## src/rtl/servo_frame_sequencer_if.sv

```systemverilog
`default_nettype none
// +----------------------------------------------------------------------------+
// | servo_frame_sequencer_if                                                   |
// | Position inputs and pulse/status outputs of the servo frame sequencer.     |
// | Rev 1.0                                                                    |
// +----------------------------------------------------------------------------+
interface servo_frame_sequencer_if #(
  parameter int NUM_CH = 8
);
  localparam int c_CHW = (NUM_CH > 1) ? $clog2(NUM_CH) : 1;

  logic                enable;
  logic [8*NUM_CH-1:0] dutyIn;
  logic [NUM_CH-1:0]   pwmOut;
  logic                frameStart;
  logic [c_CHW-1:0]    activeCh;
  logic                busy;

  modport master (
    output enable,
    output dutyIn,
    input  pwmOut,
    input  frameStart,
    input  activeCh,
    input  busy
  );

  modport slave (
    input  enable,
    input  dutyIn,
    output pwmOut,
    output frameStart,
    output activeCh,
    output busy
  );
endinterface
`default_nettype wire

```

## src/rtl/servo_frame_sequencer.sv

```systemverilog
`default_nettype none
// +----------------------------------------------------------------------------+
// | servo_frame_sequencer                                                      |
// | Time-multiplexed servo pulse scheduler with per-frame shadowed positions.  |
// | Rev 1.0                                                                    |
// +----------------------------------------------------------------------------+
module servo_frame_sequencer #(
  parameter int NUM_CH      = 8,
  parameter int TICK_DIV    = 50,
  parameter int MIN_TICKS   = 1000,
  parameter int SCALE_SHIFT = 2,
  parameter int GAP_TICKS   = 10,
  parameter int FRAME_TICKS = 20000
) (
  input  logic                   clk,
  input  logic                   resetN,
  servo_frame_sequencer_if.slave bus
);

  localparam int c_CHW      = $clog2(NUM_CH);
  localparam int c_PW       = (TICK_DIV > 1) ? $clog2(TICK_DIV) : 1;
  localparam int c_FW       = $clog2(FRAME_TICKS + 1);
  localparam int c_SLOT_MAX = MIN_TICKS + (255 << SCALE_SHIFT) + GAP_TICKS;

  localparam logic [c_PW-1:0]   c_PRESC_LAST = c_PW'(TICK_DIV - 1);
  localparam logic [c_FW-1:0]   c_FRAME_LAST = c_FW'(FRAME_TICKS - 1);
  localparam logic [15:0]       c_MIN        = 16'(MIN_TICKS);
  localparam logic [15:0]       c_GAP_LAST   = 16'(GAP_TICKS - 1);
  localparam logic [c_CHW-1:0]  c_LAST_CH    = c_CHW'(NUM_CH - 1);
  localparam logic [NUM_CH-1:0] c_CH0        = NUM_CH'(1);

  generate
    if (NUM_CH < 2 || NUM_CH > 16 || TICK_DIV < 1 || MIN_TICKS < 1 || GAP_TICKS < 1 ||
        NUM_CH * c_SLOT_MAX >= FRAME_TICKS) begin : g_param_check
      $error("servo_frame_sequencer: parameter set cannot fit every channel in one frame");
    end
  endgenerate

  typedef enum logic [2:0] {
    ST_IDLE  = 3'd0,
    ST_LOAD  = 3'd1,
    ST_PULSE = 3'd2,
    ST_GAP   = 3'd3,
    ST_WAIT  = 3'd4
  } state_t;

  state_t             r_state;
  logic [c_PW-1:0]    r_presc;
  logic [15:0]        r_width;
  logic [c_FW-1:0]    r_frame;
  logic [c_CHW-1:0]   r_ch;
  logic [NUM_CH-1:0]  r_pwm;
  logic               r_frame_start;
  logic               r_busy;
  logic [7:0]         r_shadow [NUM_CH];

  logic               w_counting;
  logic               w_presc_wrap;
  logic [c_PW-1:0]    w_presc_next;
  logic               w_tick;
  logic               w_pre_tick;
  logic [c_FW-1:0]    w_frame_ticks;
  logic               w_frame_end;
  logic [7:0]         w_duty;
  logic [15:0]        w_width_last;
  logic [c_CHW-1:0]   w_ch_next;
  logic [NUM_CH-1:0]  w_next_pwm;

  assign w_counting   = (r_state == ST_PULSE) || (r_state == ST_GAP) || (r_state == ST_WAIT);
  assign w_presc_wrap = (r_presc == c_PRESC_LAST);
  assign w_presc_next = w_presc_wrap ? '0 : r_presc + c_PW'(1);
  assign w_tick       = w_counting && w_presc_wrap;

  // The LOAD clk is part of the frame but precedes the first tick period, so the
  // frame closes one clk before its last tick boundary: on the clk whose successor
  // would be the final tick.
  assign w_pre_tick    = (w_presc_next == c_PRESC_LAST);
  assign w_frame_ticks = r_frame + {{(c_FW-1){1'b0}}, w_tick};
  assign w_frame_end   = w_pre_tick && (w_frame_ticks == c_FRAME_LAST);

  assign w_duty       = r_shadow[r_ch];
  assign w_width_last = c_MIN + ({8'd0, w_duty} << SCALE_SHIFT) - 16'd1;
  assign w_ch_next    = r_ch + c_CHW'(1);
  assign w_next_pwm   = c_CH0 << w_ch_next;

  always_ff @(posedge clk or negedge resetN) begin
    if (!resetN) begin
      r_state       <= ST_IDLE;
      r_presc       <= '0;
      r_width       <= '0;
      r_frame       <= '0;
      r_ch          <= '0;
      r_pwm         <= '0;
      r_frame_start <= 1'b0;
      r_busy        <= 1'b0;
      for (int k = 0; k < NUM_CH; k++) begin
        r_shadow[k] <= '0;
      end
    end else begin
      r_frame_start <= 1'b0;

      if (w_counting) begin
        r_presc <= w_presc_next;
        if (w_tick) begin
          r_frame <= r_frame + c_FW'(1);
        end
      end else begin
        r_presc <= '0;
      end

      case (r_state)
        ST_IDLE: begin
          if (bus.enable) begin
            r_state       <= ST_LOAD;
            r_frame_start <= 1'b1;
            r_busy        <= 1'b1;
          end
        end

        ST_LOAD: begin
          for (int k = 0; k < NUM_CH; k++) begin
            r_shadow[k] <= bus.dutyIn[8*k +: 8];
          end
          r_frame <= '0;
          r_width <= '0;
          r_ch    <= '0;
          r_pwm   <= c_CH0;
          r_state <= ST_PULSE;
        end

        ST_PULSE: begin
          if (w_tick) begin
            if (r_width == w_width_last) begin
              r_width <= '0;
              r_pwm   <= '0;
              r_state <= ST_GAP;
            end else begin
              r_width <= r_width + 16'd1;
            end
          end
        end

        ST_GAP: begin
          if (w_tick) begin
            if (r_width == c_GAP_LAST) begin
              r_width <= '0;
              if (r_ch != c_LAST_CH) begin
                r_ch    <= w_ch_next;
                r_pwm   <= w_next_pwm;
                r_state <= ST_PULSE;
              end else if (w_frame_end) begin
                // Tightest packing: the last gap ends on the final clk of the frame.
                r_presc <= '0;
                if (bus.enable) begin
                  r_state       <= ST_LOAD;
                  r_frame_start <= 1'b1;
                end else begin
                  r_state <= ST_IDLE;
                  r_busy  <= 1'b0;
                end
              end else begin
                r_state <= ST_WAIT;
              end
            end else begin
              r_width <= r_width + 16'd1;
            end
          end
        end

        ST_WAIT: begin
          if (w_frame_end) begin
            r_presc <= '0;
            if (bus.enable) begin
              r_state       <= ST_LOAD;
              r_frame_start <= 1'b1;
            end else begin
              r_state <= ST_IDLE;
              r_busy  <= 1'b0;
            end
          end
        end

        default: begin
          r_state <= ST_IDLE;
          r_pwm   <= '0;
          r_busy  <= 1'b0;
        end
      endcase
    end
  end

  assign bus.pwmOut     = r_pwm;
  assign bus.frameStart = r_frame_start;
  assign bus.activeCh   = r_ch;
  assign bus.busy       = r_busy;

endmodule
`default_nettype wire

```

## src/flat_wrapper.sv

```systemverilog
// flat-port wrapper written by rule: the top's interface ports become plain ports
module servo_frame_sequencer_flat 
#(
  parameter int NUM_CH      = 8,
  parameter int TICK_DIV    = 50,
  parameter int MIN_TICKS   = 1000,
  parameter int SCALE_SHIFT = 2,
  parameter int GAP_TICKS   = 10,
  parameter int FRAME_TICKS = 20000
)
  (clk, resetN, bus_enable, bus_dutyIn, bus_pwmOut, bus_frameStart, bus_activeCh, bus_busy);
  servo_frame_sequencer_if #(.NUM_CH(NUM_CH)) bus_i ();
  input  logic clk;
  input  logic resetN;
  input wire logic [$bits(bus_i.enable)-1:0] bus_enable;
  input wire logic [$bits(bus_i.dutyIn)-1:0] bus_dutyIn;
  output wire logic [$bits(bus_i.pwmOut)-1:0] bus_pwmOut;
  output wire logic [$bits(bus_i.frameStart)-1:0] bus_frameStart;
  output wire logic [$bits(bus_i.activeCh)-1:0] bus_activeCh;
  output wire logic [$bits(bus_i.busy)-1:0] bus_busy;
  assign bus_i.enable = bus_enable;
  assign bus_i.dutyIn = bus_dutyIn;
  assign bus_pwmOut = bus_i.pwmOut;
  assign bus_frameStart = bus_i.frameStart;
  assign bus_activeCh = bus_i.activeCh;
  assign bus_busy = bus_i.busy;
  servo_frame_sequencer #(.NUM_CH(NUM_CH), .TICK_DIV(TICK_DIV), .MIN_TICKS(MIN_TICKS), .SCALE_SHIFT(SCALE_SHIFT), .GAP_TICKS(GAP_TICKS), .FRAME_TICKS(FRAME_TICKS)) u_core (.clk(clk), .resetN(resetN), .bus(bus_i));
endmodule
```

## config.mk

```make
export PLATFORM = sky130hd
export DESIGN_NAME = servo_frame_sequencer_flat
export DESIGN_NICKNAME = d
export VERILOG_FILES = /design/src/rtl/servo_frame_sequencer_if.sv /design/src/rtl/servo_frame_sequencer.sv /design/src/flat_wrapper.sv
export SDC_FILE = /design/constraint.sdc
export NUM_CORES = 1
export LEC_CHECK = 0
export CAP_MARGIN = 5
export CORE_MARGIN = 4
export CORE_UTILIZATION = 35
export CTS_BUF_LIST = sky130_fd_sc_hd__clkbuf_16
export CTS_CLUSTER_SIZE = 14
export DETAILED_ROUTE_END_ITERATION = 10
export PLACE_DENSITY = 0.67
export SYNTH_ARGS = -nofsm -noshare
export SYNTH_HDL_FRONTEND = slang
export SYNTH_SLANG_ARGS = --single-unit
export TNS_END_PERCENT = 5
```

## constraint.sdc

```tcl
create_clock -name clk -period 3.9 [get_ports clk]
set_input_delay 0.585 -clock clk [delete_from_list [all_inputs] [get_ports clk]]
set_output_delay 0.585 -clock clk [all_outputs]
set_load 0.05 [all_outputs]
```

Yosys cells after proc, flatten, opt, wreduce, memory -nomap -nowiden

Cells that the tools add are included.

Bits in registers: 117
Bits of input ports: 67
Output and inout port bits: 13
Word-level logic and storage cells: 114

$add $sub $neg: 7
Magnitude comparators: 1
Equality and inequality tests: 18
Shift-type cells: 1
Multiplexer cells: 51
Bitwise logic cells: 3
Reduce and logical (&&, ||, !) cells: 17

Operators by type and width:

| kind                                                | count |
|---|---|
| 2-to-1 mux 16 bit                                   | 4 |
| 2-to-1 mux 8 bit                                    | 7 |
| case mux 16 bit (3 select lines)                    | 1 |
| 2-to-1 mux 15 bit                                   | 3 |
| 2-to-1 mux 6 bit                                    | 6 |
| 2-to-1 mux 3 bit                                    | 11 |
| case mux 8 bit (4 select lines)                     | 1 |
| binary-select mux 8 bit (select 3 bit)              | 1 |
| adder 16 x 1 -> 16 bit (second input constant)      | 1 |
| == test 16 bit                                      | 1 |
| == test 16 x 4 -> 1 bit (second input constant)     | 1 |
| subtractor 16 x 1 -> 16 bit (second input constant) | 1 |
| adder 15 x 1 -> 15 bit                              | 1 |
| adder 15 x 1 -> 15 bit (second input constant)      | 1 |
| == test 15 bit (second input constant)              | 1 |
| case mux 3 bit (5 select lines)                     | 1 |
| == test 6 bit (second input constant)               | 2 |
| 2-to-1 mux 1 bit                                    | 12 |
| case mux 6 bit (2 select lines)                     | 1 |
| AND reduction 6 bit                                 | 2 |
| adder 10 x 10 -> 11 bit (first input constant)      | 1 |
| inequality test 2 bit (second input constant)       | 5 |
| << shifter 1 x 3 -> 8 bit (first input constant)    | 1 |
| adder 6 x 1 -> 6 bit (second input constant)        | 1 |
| 22 further kinds                                    | 31 |

Longest topological paths before layout

Depth in word-level cells: 12
Depth in mapped cells: 17
Gate-level depth less buffers: 17

Least setup slack after synthesis

OpenSTA, ideal clock, no wires.

Kind: register to register
From: reg u_core.r_ch[0] (netlist: u_core.bus.activeCh[0])
To: reg u_core.r_pwm[4] (netlist: u_core.bus.pwmOut[4])
Library setup time: 0.125 ns
Arrival: 4.333 ns
Data required time: 3.775 ns
Slack: -0.558 ns
Stages on the path, launching flop included: 16
Buffers on the path: 3
Clock period less this slack: 4.458 ns
Cells stage by stage: dfrtp_1 > buf_6 > buf_4 > mux4_2 > nand2_1 > nand2_1 > ha_1 > buf_1 > a2111oi_4 > xnor2_1 > nand2_1 > or4_1 > o211ai_2 > nand4_2 > a221oi_4 > mux2_2

Longest elaborated chain between the ends: 9
Elaborated cells between the ends (all ways): 17
Those cells by class: 3 x add/sub; 4 x eq/ne; 1 x shift; 7 x mux; 1 x bitwise; 1 x reduce/logical

Ends and longest elaborated chain:

| item                                                | RTL line                     | RTL |
|---|---|---|
| start, declared                                     | servo_frame_sequencer.sv:51  | `logic [c_CHW-1:0] r_ch;` |
| start signal, assigned                              | servo_frame_sequencer.sv:148 | `r_ch <= w_ch_next;` |
| inverter 3 -> 4 bit (implied by the code)           | servo_frame_sequencer.sv:81  | `assign w_duty = r_shadow[r_ch];` |
| binary-select mux 8 bit (select 3 bit)              | servo_frame_sequencer.sv:81  |  |
| 2-to-1 mux 8 bit (implied by the code) (2 in a row) | servo_frame_sequencer.sv:81  |  |
| adder 10 x 10 -> 11 bit                             | servo_frame_sequencer.sv:82  | `assign w_width_last = c_MIN + ({8'd0, w_duty} << SCALE_SHIFT) - 16'd1;` |
| subtractor 16 x 1 -> 16 bit                         | servo_frame_sequencer.sv:82  |  |
| == test 16 bit                                      | servo_frame_sequencer.sv:133 | `if (r_width == w_width_last) begin` |
| inequality test 2 bit (no line)                     | n/a                          |  |
| AND reduction 6 bit (no line)                       | n/a                          |  |
| end signal, assigned                                | servo_frame_sequencer.sv:127 | `r_pwm <= c_CH0;` |
| end signal, assigned                                | servo_frame_sequencer.sv:149 | `r_pwm <= w_next_pwm;` |
| end, declared                                       | servo_frame_sequencer.sv:52  | `logic [NUM_CH-1:0] r_pwm;` |

Several ways; a longest one is shown, not always the timed one. The select of a mux whose other input is x is not followed.
A chain may end at the register's enable or synchronous reset.

Worst setup path in the final report

From: reg u_core.r_ch[0] (netlist: u_core.bus.activeCh[0])
To: reg u_core.r_width[4]

Longest elaborated chain between the ends: 10

Ends and longest elaborated chain:

| item                                                | RTL line                     | RTL |
|---|---|---|
| inverter 3 -> 4 bit (implied by the code)           | servo_frame_sequencer.sv:81  |  |
| binary-select mux 8 bit (select 3 bit)              | servo_frame_sequencer.sv:81  |  |
| 2-to-1 mux 8 bit (implied by the code) (2 in a row) | servo_frame_sequencer.sv:81  |  |
| adder 10 x 10 -> 11 bit                             | servo_frame_sequencer.sv:82  |  |
| subtractor 16 x 1 -> 16 bit                         | servo_frame_sequencer.sv:82  |  |
| == test 16 bit                                      | servo_frame_sequencer.sv:133 |  |
| 2-to-1 mux 16 bit                                   | servo_frame_sequencer.sv:133 |  |
| 2-to-1 mux 16 bit                                   | servo_frame_sequencer.sv:132 | `if (w_tick) begin` |
| case mux 16 bit (3 select lines)                    | servo_frame_sequencer.sv:111 | `case (r_state)` |
| end signal, assigned                                | servo_frame_sequencer.sv:138 | `r_width <= r_width + 16'd1;` |
| end signal, assigned                                | servo_frame_sequencer.sv:165 | `r_width <= r_width + 16'd1;` |
| end, declared                                       | servo_frame_sequencer.sv:49  | `logic [15:0] r_width;` |

Every way passes these cells. The select of a mux whose other input is x is not followed.

==> results.md <==
* Clock insertion delay at the later pin of the skew report at about 0.42 ns
* Detailed-placement wirelength estimate at around 11000 um
* Number of global-route vias before repair at between 5000 and 6000
* Maxcap violations at 0
* Worst-path cell chain: buf_12, mux4_2, nand2_1, nand2_2, ha_1, xnor2_2, xnor2_1, nand4_1, nor2b_1, nand4bb_1, a221oi_2, nor2b_2, a41oi_2, buf_4, a21oi_1, o21ai_0
* Layout cells sized above 1 at between 20% and 30%
* CP bufs+invs at 2
* Max-slew violation count at 0
* Library cells used by synthesis at 61
* CTS sink cnt at roughly 120
* Pwr Density at between 300 and 400 nW/um2
* Worst Hold Class: input pin to async pin
* Worst r2r path cells at 16
* DR vias at a little over 5000
* Synth async-reset ratio at 100%
* Post-synthesis cell count at 595
* WL final at around 16000 um
* Area growth syn-to-layout at 29.8%
* Final period utilization at 96.2%
* Synth Area in Adders at under 10%
* Setup Crit Path Kind: register to register
* Antenna fix cells at 0
* Row cnt at 49
* Pre-CTS setup slack at -0.0718 ns
* CTS Buf Count at 17
* Syn_area_per_cell at between 10 and 15 um2
* Design Area, Final at between 8000 and 9000 um2
* Power, Total at between 3 and 4 mW
* Post-CTS Hold Fix Bufs at 0
* WP depth at 16
* RSZ-0062 raised after global routing: yes
* Placed insts at 903
* Req. time, crit path at 4.19 ns
* Vias per cell at ~5.4
* Die ar. at 21100 um2
* Maximum clock rate at between 200 and 300 MHz
* H-Tree Depth at 4
* Crit path arrival time at between 4 and 5 ns
* Post-Synth Simple-Gate Area at 16.1%
* Register-to-register setup slack at around 0.15 ns
* Final hold violation count at 0
* Post-synth EDFFs at 0
* Clock Tree Root: clkbuf_16
* # port buffers at roughly 80
* First-pass GRT wire length at 26300 um
* RePlAce Congestion at 0.872
* Top-Level Pins at 80
* # DRC at 0
* Crit path largest cell delay at about 0.55 ns
* Reg2reg end: u_core.r_width[4]$_DFFE_PN0P_
* Flop pwr share at approximately 40%
* Psw at between 0.6 and 0.7 mW
* Crit path max-delay cell type: mux4_2
* Relative slew slack at roughly 44%
* Dpl cell area at just under 8000 um2
* Switching share of power at a little over a fifth
* Internal cell power at around 2.5 mW
* Die height at 145 um
* CP startpoint kind: register
* Clock slew at reported path FFs at ~0.060 ns
* Final Skew at between 0.005 and 0.006 ns
* Remaining antenna violation count at 0
* Number of antenna violations at the first check in global routing at 0
* CTS tree: done
* # nets final at between 700 and 800
* Global route overflow at 0
* Delay-heaviest family, CP: simple AND/OR/NAND/NOR gates
* Global Route Usage Sum at about 15%
* Comb power frac at under 10%
* RR Startpoint: u_core.bus.activeCh[0]$_DFFE_PN0P_
* CP Max Fanout at 11
* XOR/XNOR Fraction of Synth Area at 4.52%
* Synth Area in Compound Gates at 8.40%
* Net Count, Synth at roughly 680
* Yosys warns at 0
* Largest family of logic cells by synthesized area: multiplexers
* # setup viols final at 0
* WL per Instance at about 17 um
* Clock Tree Buf Depth at 2
* Pin count of the biggest net entering global routing at between 60 and 70
* Slew of the pin with the lowest slew margin at around 0.83 ns
* Period minus WS final at ~3.8 ns
* Area leader, netlist: dfrtp_1
* Ranking of synthesized cells by area: dfrtp_1 44%, mux2_2 12%, mux4_2 3.4%
* Starting density of the core at between 30% and 40%
* Seq/Total Area, Yosys at 44.5%
* Top-count cell post-synth: dfrtp_1
* #FFs+latches synth at 117
* Worst VDD drop at approximately 0.32 mV
* Worst Setup SP: u_core.bus.activeCh[0]$_DFFE_PN0P_
* Top cell type's share of synthesized area at between 40 and 50%
* Outcome: complete, no violations
* Clock share of power at a little over half
* Core Area at 18200 um2
* Synth Flop Type: dfrtp_1
* Critical Path End: u_core.r_width[4]$_DFFE_PN0P_
* Leakage at ~3.6 nW
* Pre-Repair DR Iteration Count at 6
* Drt first-iter violations at 289
* Crit path capture type: register
* Die Width at 145 um
* Post-Layout Cell Count at roughly 940
* PnR worst setup slack at 0.150 ns
* Post-synthesis mux area share at between 20% and 30%
* Mapped Area at between 6000 and 7000 um2
* Top post-synthesis cells by count: 117 x dfrtp_1, 70 x mux2_2, 44 x nand2_1, 37 x nor2_1, 24 x a21oi_1
==> cells in the final DEF, fill, tap and decap left out, types with 21 or more instances in the layout <==
master and n:
a21oi_1 23, and3_1 21, buf_4 28, clkdlybuf4s50_1 78, dfrtp_1 114, mux2_2 65, nand2_1 43, nand3_1 21
nor2_1 36
==> cells by family (layout without fill, tap and decap cells) <==
kind of cell             Yosys count  count (layout)
AO/OA/AOI/OAI                     80              80
XOR/XNOR                          34              34
adder cells (fa/ha/maj)           16              16
buffers and inverters             41             155
flip-flops                       117             117
multiplexers                     106             106
AND/OR/NAND/NOR                  201             201
==> registers in the layout, indices dropped and copies added (netlist names) <==
signal                 flops
u_core.bus.frameStart      1
u_core.bus.busy            1
u_core.r_frame            15
u_core.r_state             3
u_core.bus.pwmOut          8
u_core.r_shadow           64
u_core.bus.activeCh        3
u_core.r_width            16
u_core.r_presc             6
==> power groups by stage <==
stage,Clock (mW),Combinational (mW),Sequential [mW]
after floorplan,0,0.0933,1.28
after global placement,0,0.204,1.29
after detailed placement,0,0.210,1.29
after CTS,1.72,0.211,1.27
after global routing,1.77,0.233,1.27
final,1.68,0.213,1.27
==> worst min-delay path by stage <==
stage,start,end,slack (ns),cells past startpoint
5_1_grt,resetN,u_core.r_shadow[8]$_DFFE_PN0P_,0.34,1
2_1_floorplan,resetN,u_core.bus.activeCh[0]$_DFFE_PN0P_,0.29,0
3_3_place_gp,u_core.r_shadow[14]$_DFFE_PN0P_,u_core.r_shadow[14]$_DFFE_PN0P_,0.48,1
4_1_cts,resetN,u_core.r_shadow[8]$_DFFE_PN0P_,0.30,1
3_5_place_dp,u_core.r_shadow[12]$_DFFE_PN0P_,u_core.r_shadow[12]$_DFFE_PN0P_,0.49,1
6_report,resetN,u_core.r_shadow[8]$_DFFE_PN0P_,0.27,1
==> routing by layer <==
| metal | up-vias | GRT usage, % | part of all wire [%] |
|---|---|---|---|
| met5 | - | 0 | 0 |
| met4 | 0 | 5.13 | 1.9 |
| met1 | 2516 | 19.0 | 43 |
| met2 | 150 | 25.9 | 50 |
| li1 | 2387 | - | - |
| met3 | 25 | 3.49 | 4.4 |
==> cell type report <==
class,count,area (um2)
multi-input combinational,437,3590
tap,229,287
fill,1568,9660
sequential,117,2940
clock buffer,17,425
timing repair buffer,108,1030
inverter,16,63.8
clock inverter,14,210
==> timing repair <==
item / in CTS / in global routing
pin swaps: 1 / 3
setup endpoints to repair: 8 / 27
setup buffers: 2 / 2
gates resized for setup: 1 / 14
==> through the flow <==
stage	utilization (%)	hold slack, ns	setup TNS [ns]
2_1_floorplan	-	0.289	-0.293
4_1_cts	46.5	0.295	0
3_3_place_gp	42.8	0.483	0
3_5_place_dp	42.8	0.492	-0.202
5_1_grt	46.9	0.337	-0.0421
6_report	46.9	0.269	0
Note: power is estimated with default switching activity, not from simulation.
